**config.mk**
```make
export PLATFORM = sky130hd
export DESIGN_NAME = uart_mmio
export DESIGN_NICKNAME = d
export VERILOG_FILES = /design/src/rtl/uart_mmio_pkg.sv /design/src/rtl/uart_mmio_rx.sv /design/src/rtl/uart_mmio_tx.sv /design/src/rtl/uart_mmio.sv
export SDC_FILE = /design/constraint.sdc
export NUM_CORES = 1
export LEC_CHECK = 0
export ABC_AREA = 1
export CORE_MARGIN = 5
export CORE_UTILIZATION = 40
export CTS_CLUSTER_DIAMETER = 50
export DETAILED_ROUTE_END_ITERATION = 10
export PLACE_DENSITY = 0.66
export SLEW_MARGIN = 20
export SYNTH_ARGS = -nofsm -noshare
export SYNTH_HDL_FRONTEND = slang
export SYNTH_SLANG_ARGS = --single-unit
```
**constraint.sdc**
```tcl
create_clock -name clk -period 2.4 [get_ports clk]
set_clock_uncertainty 0.05 [all_clocks]
set_input_delay 0.48 -clock clk [delete_from_list [all_inputs] [get_ports clk]]
set_output_delay 0.48 -clock clk [all_outputs]
set_load 0.03 [all_outputs]
```
**src/rtl/uart_mmio_pkg.sv**
```systemverilog
// Shared definitions for the memory-mapped UART: register offsets, status bits,
// TX/RX FSM state encodings and the burst-length clamp.
package uart_mmio_pkg;

    localparam logic [5:0] REG_CTRL = 6'h00;
    localparam logic [5:0] REG_CLR  = 6'h04;
    localparam logic [5:0] REG_RX0  = 6'h10;
    localparam logic [5:0] REG_RX1  = 6'h14;
    localparam logic [5:0] REG_TX0  = 6'h20;
    localparam logic [5:0] REG_TX1  = 6'h24;

    localparam int ST_TX_BUSY  = 8;
    localparam int ST_RX_OVF   = 9;
    localparam int ST_RX_FERR  = 10;

    localparam logic [1:0] TX_IDLE  = 2'd0;
    localparam logic [1:0] TX_START = 2'd1;
    localparam logic [1:0] TX_DATA  = 2'd2;
    localparam logic [1:0] TX_STOP  = 2'd3;

    localparam logic [1:0] RX_IDLE  = 2'd0;
    localparam logic [1:0] RX_START = 2'd1;
    localparam logic [1:0] RX_DATA  = 2'd2;
    localparam logic [1:0] RX_STOP  = 2'd3;

    function automatic logic [3:0] clamp_count(input logic [3:0] n);
        return (n > 4'd8) ? 4'd8 : n;
    endfunction

endpackage

```
**src/rtl/uart_mmio_rx.sv**
```systemverilog
// 8N1 receiver: synchronises rx, starts on a falling edge, re-checks the start
// bit at half a period, then samples data and stop bits mid-bit.
module uart_rx_core
    import uart_mmio_pkg::*;
#(
    parameter int UART_PERIOD = 868
) (
    input  logic       clk,
    input  logic       rst_n,
    input  logic       rx,
    output logic       byte_valid,
    output logic [7:0] byte_data,
    output logic       frame_err,
    output logic [1:0] state
);
    localparam int CW = $clog2(UART_PERIOD);
    localparam logic [CW-1:0] BAUD_LAST = CW'(UART_PERIOD - 1);
    localparam logic [CW-1:0] HALF_LAST = CW'(UART_PERIOD / 2 - 1);

    logic          sync1_q, sync1_d, sync2_q, sync2_d, prev_q, prev_d;
    logic [1:0]    state_q, state_d;
    logic [CW-1:0] baud_q, baud_d;
    logic [2:0]    bit_q, bit_d;
    logic [7:0]    shift_q, shift_d;
    logic          valid_q, valid_d, ferr_q, ferr_d;

    always_comb begin
        sync1_d = rx;
        sync2_d = sync1_q;
        prev_d  = sync2_q;
        state_d = state_q;
        baud_d  = baud_q;
        bit_d   = bit_q;
        shift_d = shift_q;
        valid_d = 1'b0;
        ferr_d  = 1'b0;
        case (state_q)
            RX_IDLE: begin
                if (prev_q && !sync2_q) begin
                    state_d = RX_START;
                    baud_d  = '0;
                end
            end
            RX_START: begin
                if (baud_q == HALF_LAST) begin
                    baud_d  = '0;
                    bit_d   = 3'd0;
                    state_d = sync2_q ? RX_IDLE : RX_DATA;
                end else begin
                    baud_d = baud_q + CW'(1);
                end
            end
            RX_DATA: begin
                if (baud_q == BAUD_LAST) begin
                    baud_d  = '0;
                    shift_d = {sync2_q, shift_q[7:1]};
                    if (bit_q == 3'd7) state_d = RX_STOP;
                    else               bit_d   = bit_q + 3'd1;
                end else begin
                    baud_d = baud_q + CW'(1);
                end
            end
            default: begin
                if (baud_q == BAUD_LAST) begin
                    baud_d  = '0;
                    state_d = RX_IDLE;
                    valid_d = sync2_q;
                    ferr_d  = !sync2_q;
                end else begin
                    baud_d = baud_q + CW'(1);
                end
            end
        endcase
    end

    always_ff @(posedge clk or negedge rst_n) begin
        if (!rst_n) begin
            sync1_q <= 1'b1;
            sync2_q <= 1'b1;
            prev_q  <= 1'b1;
            state_q <= RX_IDLE;
            baud_q  <= '0;
            bit_q   <= 3'd0;
            shift_q <= 8'd0;
            valid_q <= 1'b0;
            ferr_q  <= 1'b0;
        end else begin
            sync1_q <= sync1_d;
            sync2_q <= sync2_d;
            prev_q  <= prev_d;
            state_q <= state_d;
            baud_q  <= baud_d;
            bit_q   <= bit_d;
            shift_q <= shift_d;
            valid_q <= valid_d;
            ferr_q  <= ferr_d;
        end
    end

    assign byte_valid = valid_q;
    assign byte_data  = shift_q;
    assign frame_err  = ferr_q;
    assign state      = state_q;

endmodule

```
**src/rtl/uart_mmio_tx.sv**
```systemverilog
// 8N1 transmitter: sends bytes 0..count-1 of a 64-bit buffer back to back,
// LSB first, each bit held for UART_PERIOD clocks.
module uart_tx_core
    import uart_mmio_pkg::*;
#(
    parameter int UART_PERIOD = 868
) (
    input  logic        clk,
    input  logic        rst_n,
    input  logic        start,
    input  logic [3:0]  count,
    input  logic [63:0] tx_buf,
    output logic        tx,
    output logic [1:0]  state
);
    localparam int CW = $clog2(UART_PERIOD);
    localparam logic [CW-1:0] BAUD_LAST = CW'(UART_PERIOD - 1);

    logic [1:0]    state_q, state_d;
    logic [CW-1:0] baud_q, baud_d;
    logic [2:0]    bit_q, bit_d;
    logic [2:0]    byte_q, byte_d;
    logic [2:0]    last_q, last_d;
    logic          tx_q, tx_d;

    always_comb begin
        state_d = state_q;
        baud_d  = baud_q;
        bit_d   = bit_q;
        byte_d  = byte_q;
        last_d  = last_q;
        case (state_q)
            TX_IDLE: begin
                if (start && count != 4'd0) begin
                    state_d = TX_START;
                    baud_d  = '0;
                    byte_d  = 3'd0;
                    last_d  = count[2:0] - 3'd1;
                end
            end
            TX_START: begin
                if (baud_q == BAUD_LAST) begin
                    baud_d  = '0;
                    bit_d   = 3'd0;
                    state_d = TX_DATA;
                end else begin
                    baud_d = baud_q + CW'(1);
                end
            end
            TX_DATA: begin
                if (baud_q == BAUD_LAST) begin
                    baud_d = '0;
                    if (bit_q == 3'd7) state_d = TX_STOP;
                    else               bit_d   = bit_q + 3'd1;
                end else begin
                    baud_d = baud_q + CW'(1);
                end
            end
            default: begin
                if (baud_q == BAUD_LAST) begin
                    baud_d = '0;
                    if (byte_q == last_q) begin
                        state_d = TX_IDLE;
                    end else begin
                        byte_d  = byte_q + 3'd1;
                        state_d = TX_START;
                    end
                end else begin
                    baud_d = baud_q + CW'(1);
                end
            end
        endcase

        // Line level is registered from the next state so tx never glitches.
        case (state_d)
            TX_START: tx_d = 1'b0;
            TX_DATA:  tx_d = tx_buf[{byte_d, bit_d}];
            default:  tx_d = 1'b1;
        endcase
    end

    always_ff @(posedge clk or negedge rst_n) begin
        if (!rst_n) begin
            state_q <= TX_IDLE;
            baud_q  <= '0;
            bit_q   <= 3'd0;
            byte_q  <= 3'd0;
            last_q  <= 3'd0;
            tx_q    <= 1'b1;
        end else begin
            state_q <= state_d;
            baud_q  <= baud_d;
            bit_q   <= bit_d;
            byte_q  <= byte_d;
            last_q  <= last_d;
            tx_q    <= tx_d;
        end
    end

    assign tx    = tx_q;
    assign state = state_q;

endmodule

```
**src/rtl/uart_mmio.sv**
```systemverilog
// Memory-mapped UART: register decode, 8-byte TX and RX buffers, status flags.
// Instantiates one transmitter and one receiver core.
module uart_mmio
    import uart_mmio_pkg::*;
#(
    parameter int UART_PERIOD = 868
) (
    input  logic        clk,
    input  logic        rst_n,
    input  logic [5:0]  addr,
    input  logic [31:0] data_in,
    input  logic        write_enable,
    output logic [31:0] data_out,
    output logic        tx,
    input  logic        rx
);
    logic [63:0] tx_buf_q, tx_buf_d, rx_buf_q, rx_buf_d;
    logic [3:0]  rx_count_q, rx_count_d;
    logic        ovf_q, ovf_d, ferr_q, ferr_d;
    logic [5:0]  reg_addr;
    logic        clr;
    logic        tx_start, tx_busy;
    logic [3:0]  tx_count;
    logic [1:0]  tx_state, rx_state;
    logic        rx_valid, rx_ferr;
    logic [7:0]  rx_data;

    assign reg_addr = addr & 6'b111100;
    assign tx_busy  = (tx_state != TX_IDLE);

    // Start handshake: tx_start is a one-cycle request that is raised only while
    // tx_busy is low; the core accepts it in that same cycle, so no ack is needed.
    always_comb begin
        tx_buf_d   = tx_buf_q;
        rx_buf_d   = rx_buf_q;
        rx_count_d = rx_count_q;
        ovf_d      = ovf_q;
        ferr_d     = ferr_q;
        tx_start   = 1'b0;
        tx_count   = clamp_count(data_in[3:0]);
        clr        = write_enable && (reg_addr == REG_CLR);

        if (write_enable && !tx_busy) begin
            case (reg_addr)
                REG_CTRL: tx_start = (data_in[3:0] != 4'd0);
                REG_TX0:  tx_buf_d[31:0]  = data_in;
                REG_TX1:  tx_buf_d[63:32] = data_in;
                default:  ;
            endcase
        end

        // A clear beats a byte landing in the same cycle.
        if (clr) begin
            rx_count_d = 4'd0;
            ovf_d      = 1'b0;
            ferr_d     = 1'b0;
        end else begin
            if (rx_valid) begin
                if (rx_count_q == 4'd8) begin
                    ovf_d = 1'b1;
                end else begin
                    rx_buf_d[{rx_count_q[2:0], 3'b000} +: 8] = rx_data;
                    rx_count_d = rx_count_q + 4'd1;
                end
            end
            if (rx_ferr) ferr_d = 1'b1;
        end
    end

    always_comb begin
        data_out = 32'd0;
        case (reg_addr)
            REG_CTRL: data_out = {21'd0, ferr_q, ovf_q, tx_busy, 4'd0, rx_count_q};
            REG_RX0:  data_out = rx_buf_q[31:0];
            REG_RX1:  data_out = rx_buf_q[63:32];
            REG_TX0:  data_out = tx_buf_q[31:0];
            REG_TX1:  data_out = tx_buf_q[63:32];
            default:  data_out = 32'd0;
        endcase
    end

    always_ff @(posedge clk or negedge rst_n) begin
        if (!rst_n) begin
            tx_buf_q   <= 64'd0;
            rx_buf_q   <= 64'd0;
            rx_count_q <= 4'd0;
            ovf_q      <= 1'b0;
            ferr_q     <= 1'b0;
        end else begin
            tx_buf_q   <= tx_buf_d;
            rx_buf_q   <= rx_buf_d;
            rx_count_q <= rx_count_d;
            ovf_q      <= ovf_d;
            ferr_q     <= ferr_d;
        end
    end

    uart_tx_core #(.UART_PERIOD(UART_PERIOD)) u_tx (
        .clk    (clk),
        .rst_n  (rst_n),
        .start  (tx_start),
        .count  (tx_count),
        .tx_buf (tx_buf_q),
        .tx     (tx),
        .state  (tx_state)
    );

    uart_rx_core #(.UART_PERIOD(UART_PERIOD)) u_rx (
        .clk        (clk),
        .rst_n      (rst_n),
        .rx         (rx),
        .byte_valid (rx_valid),
        .byte_data  (rx_data),
        .frame_err  (rx_ferr),
        .state      (rx_state)
    );

endmodule

```
==> results of run 1 <==
-- logic make-up after synthesis --
logic type                 count (synthesis)  synth area share, %
AOI/OAI and AO/OA                        234                 15.1
and+or+nand+nor                          482                 22.4
muxes                                      7                0.823
xor gates and xnor gates                  10                0.914
DFF                                      184                 48.1
adders and majority gates                 18                 2.35
buffers and inverters                    250                 10.3
-- worst paths after layout --
kind | from | to | cells past startpoint
setup / recovery | u_tx.state[1]$_DFF_PN0_ | u_tx.tx$_DFF_PN1_ | 18
hold / removal | rst_n | tx_buf_q[56]$_DFFE_PN0P_ | 1
setup reg to reg | u_tx.state[1]$_DFF_PN0_ | u_tx.tx$_DFF_PN1_ | 18
hold reg to reg | u_rx.sync1_q$_DFF_PN1_ | u_rx.prev_d$_DFF_PN1_ | 0
max in group asynchronous | rst_n | u_tx.baud_q[4]$_DFFE_PN0P_ | 2
min in group clk | u_rx.sync1_q$_DFF_PN1_ | u_rx.prev_d$_DFF_PN1_ | 0
-- cell type report --
class	count	area [µm²]
Clock buffer	18	439
Clock inverter	14	153
Fill cell	2137	10600
Inverter	201	763
Multi-Input combinational cell	751	4570
Sequential cell	184	4610
Tap cell	319	399
Timing Repair Buffer	168	2000
-- critical path: stages (launching register included) --
cell	delay (ns)
dfrtp_1	0.38
inv_2	0.06
ha_4	0.27
inv_2	0.05
nor2_4	0.11
nand4_1	0.18
nand2_1	0.15
buf_6	0.17
nand2_8	0.10
clkbuf_16	0.17
nand2_1	0.09
nand3_2	0.08
nand3_2	0.11
nand3_2	0.09
nand3_2	0.09
nand3_2	0.07
nand2_2	0.07
nand2_1	0.05
nand2_1	0.06
-- state kept, by name, summed over array words and instances (netlist names) --
name             flops
ovf_q                1
u_rx.state           2
rx_count_q           4
u_rx.bit_q           3
u_rx.baud_q         10
u_tx.state           2
u_rx.byte_data       8
u_tx.bit_q           3
u_tx.last_q          3
ferr_q               1
tx_buf_q            64
u_rx.sync1_q         1
u_rx.frame_err       1
u_tx.byte_q          3
rx_buf_q            64
u_rx.prev_d          1
u_rx.prev_q          1
u_rx.byte_valid      1
u_tx.baud_q         10
u_tx.tx              1
-- metrics by stage --
step	setup WS, ns	cells	total power [mW]
2_1_floorplan	0.0175	1185	3.73
3_3_place_gp	-0.463	1611	4.11
3_5_place_dp	-0.565	1611	4.13
4_1_cts	0.00410	1650	6.99
5_1_grt	-0.161	1655	7.23
6_report	-0.0395	1655	6.96
-- layout by cell type, fill, tap and decap left out, types with 24 or more instances in the layout --
| master | n |
|---|---|
| inv_1 | 179 |
| nand2_1 | 247 |
| clkdlybuf4s50_1 | 34 |
| a221o_1 | 24 |
| o21ai_0 | 105 |
| dfrtp_1 | 180 |
| nand3_2 | 34 |
| buf_4 | 76 |
| nor2_1 | 50 |
| nand3_1 | 80 |
| buf_12 | 42 |
-- routing by layer --
metal  GRT usage [%]  share of wire (%)
met5               0                  0
met4            6.43                2.5
met3            4.07                6.2
met2            33.9                 46
met1            30.5                 45
-- repair_timing --
| item | in CTS | in global routing |
|---|---|---|
| setup endpoints to repair | 33 | 37 |
| gates cloned | 4 | 2 |
| buffers inserted | 3 | 3 |
| pin swaps | 13 | 34 |
| hold endpoints to repair | 0 | 0 |
| gates resized for setup | 76 | 80 |
-- power by group --
part	switching (mW)	internal, mW	total, mW	leakage, nW
Sequential	0.0734	3.18	3.25	2.38
Clock	1.42	1.43	2.85	0.285
Combinational	0.547	0.317	0.864	3.24
Total	2.04	4.92	6.96	5.90
==> impl_metrics.json, run 1 <==
{
  "cts_hold_repair.buffers": 0,
  "maxSlewViolCount": 0,
  "synth.area.top_cells": "dfrtp_1 47%, nand2_1 10%, inv_1 7.4%, nand3_1 6.0%, o21ai_0 6.0%",
  "crit_type": "flip-flop to flip-flop",
  "crit_fanout": 8,
  "synth_seq_area_share_pct": 48.1,
  "drive_gt1_share_pct": 22.8,
  "wl_per_cell_um": 17.8,
  "tns_ns": -0.0395,
  "synth_area_leader_cell": "dfrtp_1",
  "hold_violations": 2,
  "p_leak_nw": 5.90,
  "worstSetupEndpointType": "flip-flop",
  "vdd_drop_max_mv": 0.354,
  "dr.pass1.iters": 5,
  "worstPathArrival_ns": 2.77,
  "setup_viol": 1,
  "ys_ff_latch": 184,
  "gr-total-overflow": 0,
  "rows": 56,
  "synth-edff-count": 0,
  "ant_nets": 0,
  "whs_ns": -0.00366,
  "failed_checks": "hold timing, setup timing",
  "die-width_um": 165,
  "fmax_mhz": 410,
  "grt_max_degree": 69,
  "async_flop_share_pct": 100,
  "io_pins": 75,
  "vias": 8869,
  "nNetsFinal": 1383,
  "antenna_found_initial": 0,
  "synth_common_cells": "255 x nand2_1, 190 x inv_1, 180 x dfrtp_1",
  "fin_crit_sh_pct": 102,
  "clockBufferDepth": 2,
  "synthesis.nets": 1245,
  "status": "complete, but fails checks",
  "synth_cells": 1185,
  "areaGrowthSynthToFinish_pct": 35.0,
  "synth_top_flop_cell": "dfrtp_1",
  "power_density_mw_per_mm2": 538,
  "rsz0062_at_grt": "yes",
  "syn-cell-area_mm2": 0.00958,
  "required_ns": 2.73,
  "gpl.final_weighted_congestion": 0.915,
  "fin_area_mm2": 0.0129,
  "postSynthAreaPerCell_um2": 8.09,
  "maxCapViolations": 0,
  "worst_pin_slew_ns": 0.693,
  "cts.sinks": 184,
  "hp-class": "input pin to async pin",
  "dieArea_mm2": 0.0272,
  "ys.warnings.count": 0,
  "diodes": 0,
  "dp_hpwl_um": 19800,
  "drc": 0,
  "port_buffers": 72,
  "numCtsBuffers": 17,
  "ys_types": 50,
  "viasPerCell": 5.36,
  "cts-root-buf": "clkbuf_16",
  "synth_top_area_share_pct": 47.0,
  "drtIter0Drc": 1031,
  "grt_pass1_wl_um": 45900,
  "clock_latency_ns": 0.44,
  "die_h_um": 165,
  "cts_tree": "yes",
  "core_area_mm2": 0.0235,
  "h-tree-depth": 4,
  "wirelength_um": 29500,
  "start_kind": "flip-flop",
  "clkTransAtPathRegs_ns": 0.08,
  "place_area_mm2": 0.0115,
  "synthMostInstantiatedCell": "nand2_1",
  "initial_core_util_pct": 40.7,
  "worst-r2r-setup-slack_ns": -0.04,
  "fin_util_pct": 54.9,
  "layout_setup_ws_ns": -0.0395,
  "gr-usage-all-layers_pct": 21.6,
  "grt_pass1_vias": 8731,
  "slew-limit-headroom_pct": 53.8,
  "post-route-min-period_ns": 2.44
}
Note: power is estimated with default switching activity, not from simulation.
==> run 2, diff against run 1 <==
--- a/config.mk
+++ b/config.mk
@@ -10,6 +10,7 @@
 export CORE_UTILIZATION = 40
 export CTS_CLUSTER_DIAMETER = 50
 export DETAILED_ROUTE_END_ITERATION = 10
+export GPL_TIMING_DRIVEN = 0
 export PLACE_DENSITY = 0.66
 export SLEW_MARGIN = 20
 export SYNTH_ARGS = -nofsm -noshare
==> run 2 against run 1 <==
Net effect: the flow finishes with violations (setup timing); routed wire length rose by 2.8%; critical endpoint unchanged; sequential power hardly changed; register-to-register slack got worse by 0.04 ns; sequential share of layout area is 0.56 points higher; die area stayed put; combinational power is 1% lower; via count rose by 0.96%; design area down 1.5%; power grew 0.95%; count of clock-buffer cells in the layout fell by 1.
==> impl_metrics.json, run 2 (synthesized netlist as in run 1, its figures left out) <==
{
  "dieArea_mm2": 0.0272,
  "wl_per_cell_um": 18.3,
  "initial_core_util_pct": 40.7,
  "gr-total-overflow": 0,
  "fmax_mhz": 404,
  "core_area_mm2": 0.0235,
  "setup_viol": 1,
  "power_density_mw_per_mm2": 551,
  "top_layer": "met4",
  "cts-root-buf": "clkbuf_16",
  "worst_pin_slew_ns": 0.588,
  "die_h_um": 165,
  "maxSlewViolCount": 0,
  "numCtsBuffers": 17,
  "dr_wl_met3_um": 2060,
  "gr-usage-all-layers_pct": 22.3,
  "final_common_cell": "nand2_1",
  "port_buffers": 72,
  "start_kind": "flip-flop",
  "place_ws_ns": -1.61,
  "post-route-min-period_ns": 2.48,
  "drtIter0Drc": 1090,
  "mostFrequentLayoutCells": "239 x nand2_1, 178 x dfrtp_1, 177 x inv_1",
  "vdd_drop_max_mv": 0.344,
  "wirelength_um": 30300,
  "h-tree-depth": 4,
  "reg.largest.list": "rx_buf_q (64), tx_buf_q (64)",
  "slew-limit-headroom_pct": 60.7,
  "vias": 8954,
  "gpl.final_weighted_congestion": 0.981,
  "maxCapViolations": 0,
  "rsz0062_at_grt": "yes",
  "crit_fanout": 8,
  "die-width_um": 165,
  "cts.sinks": 184,
  "fin_crit_sh_pct": 103,
  "cts_tree": "yes",
  "seqPwrFrac_pct": 46.3,
  "swShare_pct": 29.3,
  "worstPathArrival_ns": 2.81,
  "grt_pass1_wl_um": 46900,
  "place_area_mm2": 0.0108,
  "n_fill_cell": 2142,
  "hp-class": "flip-flop to flip-flop",
  "wl_met2_um": 13700,
  "grt_pass1_vias": 8668,
  "diodes": 0,
  "hold_violations": 0,
  "pwr-share-clk_pct": 41.5,
  "p_leak_nw": 5.81,
  "crit_type": "flip-flop to flip-flop",
  "drive_gt1_share_pct": 23.1,
  "internal_power_mw": 4.97,
  "fin_util_pct": 54.1,
  "finalPower_mw": 7.02,
  "io_pins": 75,
  "dp_hpwl_um": 20800,
  "antenna_found_initial": 0,
  "layout_setup_ws_ns": -0.0770,
  "p_comb_share_pct": 12.2,
  "nNetsFinal": 1384,
  "clkTransAtPathRegs_ns": 0.08,
  "required_ns": 2.74,
  "failed_checks": "setup timing",
  "wirelength_met1_um": 13800,
  "clockBufferDepth": 2,
  "drc": 0,
  "worstSetupEndpointType": "flip-flop",
  "switching_power_mw": 2.06,
  "clock_latency_ns": 0.45,
  "status": "complete, but fails checks",
  "fin_area_mm2": 0.0127,
  "grt_max_degree": 74,
  "viasPerCell": 5.41,
  "areaGrowthSynthToFinish_pct": 33.0,
  "dr.pass1.iters": 7,
  "rows": 56,
  "ant_nets": 0
}
run 2: through the flow:
stage | hold WS, ns | TNS, ns | instances
after floorplan | 0.134 | 0 | 1185
after global placement | 0.308 | -1333.28 | 1576
after detailed placement | 0.307 | -73.00 | 1578
after CTS | 0.319 | 0 | 1637
after global routing | 0.321 | -0.173 | 1656
final | 0.317 | -0.0770 | 1656
run 2: per-layer routing:
layer | global-route usage, % | vias to the layer above
met2 | 33.5 | 356
met5 | 0 | -
met3 | 3.74 | 58
met1 | 33.1 | 4333
li1 | - | 4207
met4 | 7.03 | 0
run 2: power groups by stage:
stage	registers [mW]	logic [mW]	clock network (mW)
finish	3.25	0.855	2.92
global route	3.26	0.963	3.07
CTS	3.25	0.815	2.93
detailed placement	3.31	0.734	0
global placement	3.31	0.713	0
floorplan	3.29	0.439	0
run 2: critical path, stage by stage, from the launching register on:
cell and delay, ns:
dfrtp_1 0.39, ha_1 0.22, nand2_1 0.09, inv_1 0.08
nor2_4 0.12, nand4_1 0.19, nand2_2 0.24, nand2_8 0.14
clkbuf_16 0.19, nand2_1 0.08, nand3_2 0.07, nand3_2 0.10
nand3_4 0.10, nand3_4 0.11, nand3_2 0.07, nand2_2 0.08
nand2_1 0.05, nand2_1 0.05
run 2: path summary, 6_finish.rpt:
| path | slack, ns | endpoint | cells past startpoint | from |
|---|---|---|---|---|
| max | -0.08 | u_tx.tx$_DFF_PN1_ | 17 | u_tx.bit_q[0]$_DFF_PN0_ |
| min | 0.32 | u_rx.prev_d$_DFF_PN1_ | 0 | u_rx.sync1_q$_DFF_PN1_ |
| max reg2reg | -0.08 | u_tx.tx$_DFF_PN1_ | 17 | u_tx.bit_q[0]$_DFF_PN0_ |
| min reg2reg | 0.32 | u_rx.prev_d$_DFF_PN1_ | 0 | u_rx.sync1_q$_DFF_PN1_ |
| max in group asynchronous | 1.10 | u_rx.sync1_q$_DFF_PN1_ | 3 | rst_n |
| min in group asynchronous | 0.47 | tx_buf_q[61]$_DFFE_PN0P_ | 2 | rst_n |
run 2: cell type report:
| cell class | count | area [µm²] | share of cell area (%) |
|---|---|---|---|
| multi-input cells | 751 | 4760 | 37.4 |
| flip-flops and latches | 184 | 4610 | 36.2 |
| repair buffers | 120 | 1140 | 8.92 |
| inverters | 201 | 774 | 6.08 |
| plain buffers | 48 | 439 | 3.45 |
| clock buffers | 17 | 425 | 3.34 |
| well taps | 319 | 399 | 3.13 |
| clock inverters | 15 | 191 | 1.50 |
| repair inverters | 1 | 3.75 | 0.0295 |
run 2: repair_timing:
item                       4_1_cts  5_1_grt
cloned                           3        5
setup endpoints to repair       99       98
gates resized for setup        364       88
hold buffers                     1        0
pin swaps                       23       34
hold endpoints to repair        44        0
buffers inserted                24       14
==> run 3, diff against run 2 <==
--- a/config.mk
+++ b/config.mk
@@ -7,11 +7,11 @@
 export LEC_CHECK = 0
 export ABC_AREA = 1
 export CORE_MARGIN = 5
-export CORE_UTILIZATION = 40
+export CORE_UTILIZATION = 53
 export CTS_CLUSTER_DIAMETER = 50
 export DETAILED_ROUTE_END_ITERATION = 10
 export GPL_TIMING_DRIVEN = 0
-export PLACE_DENSITY = 0.66
+export PLACE_DENSITY = 0.81
 export SLEW_MARGIN = 20
 export SYNTH_ARGS = -nofsm -noshare
 export SYNTH_HDL_FRONTEND = slang
==> run 3 against run 2 <==
Net effect: setup slack got worse by 0.066 ns; critical path depth is the same; highest routed layer unchanged; cell count down 6.3%; the run still ends with setup timing left; count of clock-buffer cells in the layout grew 1.
==> impl_metrics.json, run 3 (synthesized netlist as in run 1, its figures left out) <==
{
  "ant_nets": 0,
  "hold_start": "data_in[1]",
  "crit_type": "flip-flop to flip-flop",
  "die_h_um": 144,
  "setup_viol": 7,
  "dieArea_mm2": 0.0209,
  "gpl.final_weighted_congestion": 0.945,
  "viasPerCell": 5.96,
  "worstReg2RegStart": "u_tx.bit_q[0]$_DFF_PN0_",
  "worstPathArrival_ns": 2.87,
  "dp_hpwl_um": 20400,
  "maxCapViolations": 0,
  "drtIter0Drc": 943,
  "worst-r2r-setup-slack_ns": -0.14,
  "worst_pin_slew_ns": 0.606,
  "rsz0062_at_grt": "yes",
  "tns_ns": -0.248,
  "final_common_cell": "nand2_1",
  "fmax_mhz": 393,
  "post-route-min-period_ns": 2.54,
  "slew-limit-headroom_pct": 59.3,
  "hold_violations": 0,
  "port_buffers": 72,
  "numCtsBuffers": 17,
  "drc": 0,
  "cts.sinks": 184,
  "timing.rr.end": "u_tx.tx$_DFF_PN1_",
  "gr-total-overflow": 0,
  "gr-usage-all-layers_pct": 28.7,
  "failed_checks": "setup timing",
  "wirelength_um": 30200,
  "clock_latency_ns": 0.44,
  "crit_fanout": 6,
  "antenna_found_initial": 0,
  "vias": 9249,
  "clockBufferDepth": 2,
  "areaGrowthSynthToFinish_pct": 29.0,
  "grt_pass1_wl_um": 46500,
  "worstSetupEndpointType": "flip-flop",
  "worstRegToRegCells": 17,
  "core_area_mm2": 0.0179,
  "place_ws_ns": -1.52,
  "p_leak_nw": 5.70,
  "hold_depth": 3,
  "grt_max_degree": 82,
  "diodes": 0,
  "rows": 49,
  "fin_area_mm2": 0.0124,
  "status": "complete, but fails checks",
  "power_density_mw_per_mm2": 570,
  "wl_per_cell_um": 19.5,
  "cts_tree": "yes",
  "start_kind": "flip-flop",
  "fin_crit_sh_pct": 106,
  "drive_gt1_share_pct": 22.6,
  "hp-class": "input pin to flip-flop",
  "io_pins": 75,
  "die-width_um": 144,
  "nNetsFinal": 1370,
  "vdd_drop_max_mv": 0.518,
  "h-tree-depth": 4,
  "required_ns": 2.73,
  "dr.pass1.iters": 5,
  "reg.largest.list": "rx_buf_q (64), tx_buf_q (64)",
  "layout_setup_ws_ns": -0.143,
  "initial_core_util_pct": 53.5,
  "grt_pass1_vias": 8799,
  "mostFrequentLayoutCells": "241 x nand2_1, 178 x dfrtp_1, 177 x inv_1",
  "place_area_mm2": 0.0107,
  "clkTransAtPathRegs_ns": 0.07,
  "hold_path_end": "tx_buf_q[1]$_DFFE_PN0P_",
  "maxSlewViolCount": 0,
  "cts-root-buf": "clkbuf_16"
}
==> run 3: how the worst max path moves through the flow <==
stage	endpoint	cells past startpoint	slack [ns]	from
after floorplan	rx_buf_q[53]$_DFFE_PN0P_	10	0.02	rx_count_q[0]$_DFFE_PN0P_
after global placement	u_rx.bit_q[1]$_DFFE_PN0P_	1	-6.74	rst_n
after detailed placement	data_out[7]	9	-1.52	addr[2]
after CTS	data_out[8]	9	0.002	addr[2]
after global routing	u_tx.tx$_DFF_PN1_	17	-0.23	u_tx.state[1]$_DFF_PN0_
final	u_tx.tx$_DFF_PN1_	17	-0.14	u_tx.bit_q[0]$_DFF_PN0_
==> run 3: worst max-delay path, stage by stage, from the launching register on <==
cell	delay (ns)
dfrtp_1	0.39
ha_1	0.24
nand2_2	0.11
inv_2	0.06
nor2_4	0.11
nand4_1	0.17
nand2_2	0.22
nand2_4	0.11
bufbuf_16	0.28
nand2_1	0.08
nand3_2	0.09
nand3_2	0.11
nand3_2	0.10
nand3_2	0.10
nand3_2	0.08
nand2_2	0.08
nand2_1	0.05
nand2_1	0.05
==> run 3: layout make-up <==
class / instances / area, µm²
timing repair buffer: 109 / 970
sequential: 184 / 4610
clock buffer: 18 / 429
tap: 229 / 287
buffer: 46 / 382
multi-input combinational: 751 / 4740
fill: 1374 / 5540
clock inverter: 14 / 180
inverter: 201 / 767
==> run 3: power breakdown <==
| group | total, mW | leakage [nW] | switching (mW) | internal, mW |
|---|---|---|---|---|
| Clock | 2.94 | 0.296 | 1.36 | 1.58 |
| Combinational | 0.838 | 3.02 | 0.559 | 0.279 |
| Sequential | 3.26 | 2.38 | 0.0854 | 3.18 |
| Total | 7.04 | 5.70 | 2.00 | 5.04 |
==> run 3: per-stage QoR <==
stage               cells  power [mW]  hold slack, ns  util [%]
floorplan            1185        3.73           0.134         -
global placement     1486        4.01           0.301      59.3
detailed placement   1488        4.04           0.302      59.6
CTS                  1537        7.01           0.321      66.6
global route         1552        7.31           0.308      69.1
finish               1552        7.04           0.290      69.1
==> run 3: what timing repair did <==
action,CTS,global route
hold endpoints to repair,30,0
endpoints found under the setup margin,99,106
gates resized for setup,336,100
pin swaps,18,34
hold buffers,1,0
setup buffers,16,16
gates cloned,2,0
==> run 3: per-layer routing <==
metal	wire [µm]	GRT usage [%]	share of wire, %
met1	12400	41.0	41
met2	13900	45.1	46
met3	2820	4.56	9.3
met4	1160	9.18	3.8
met5	0	0	0
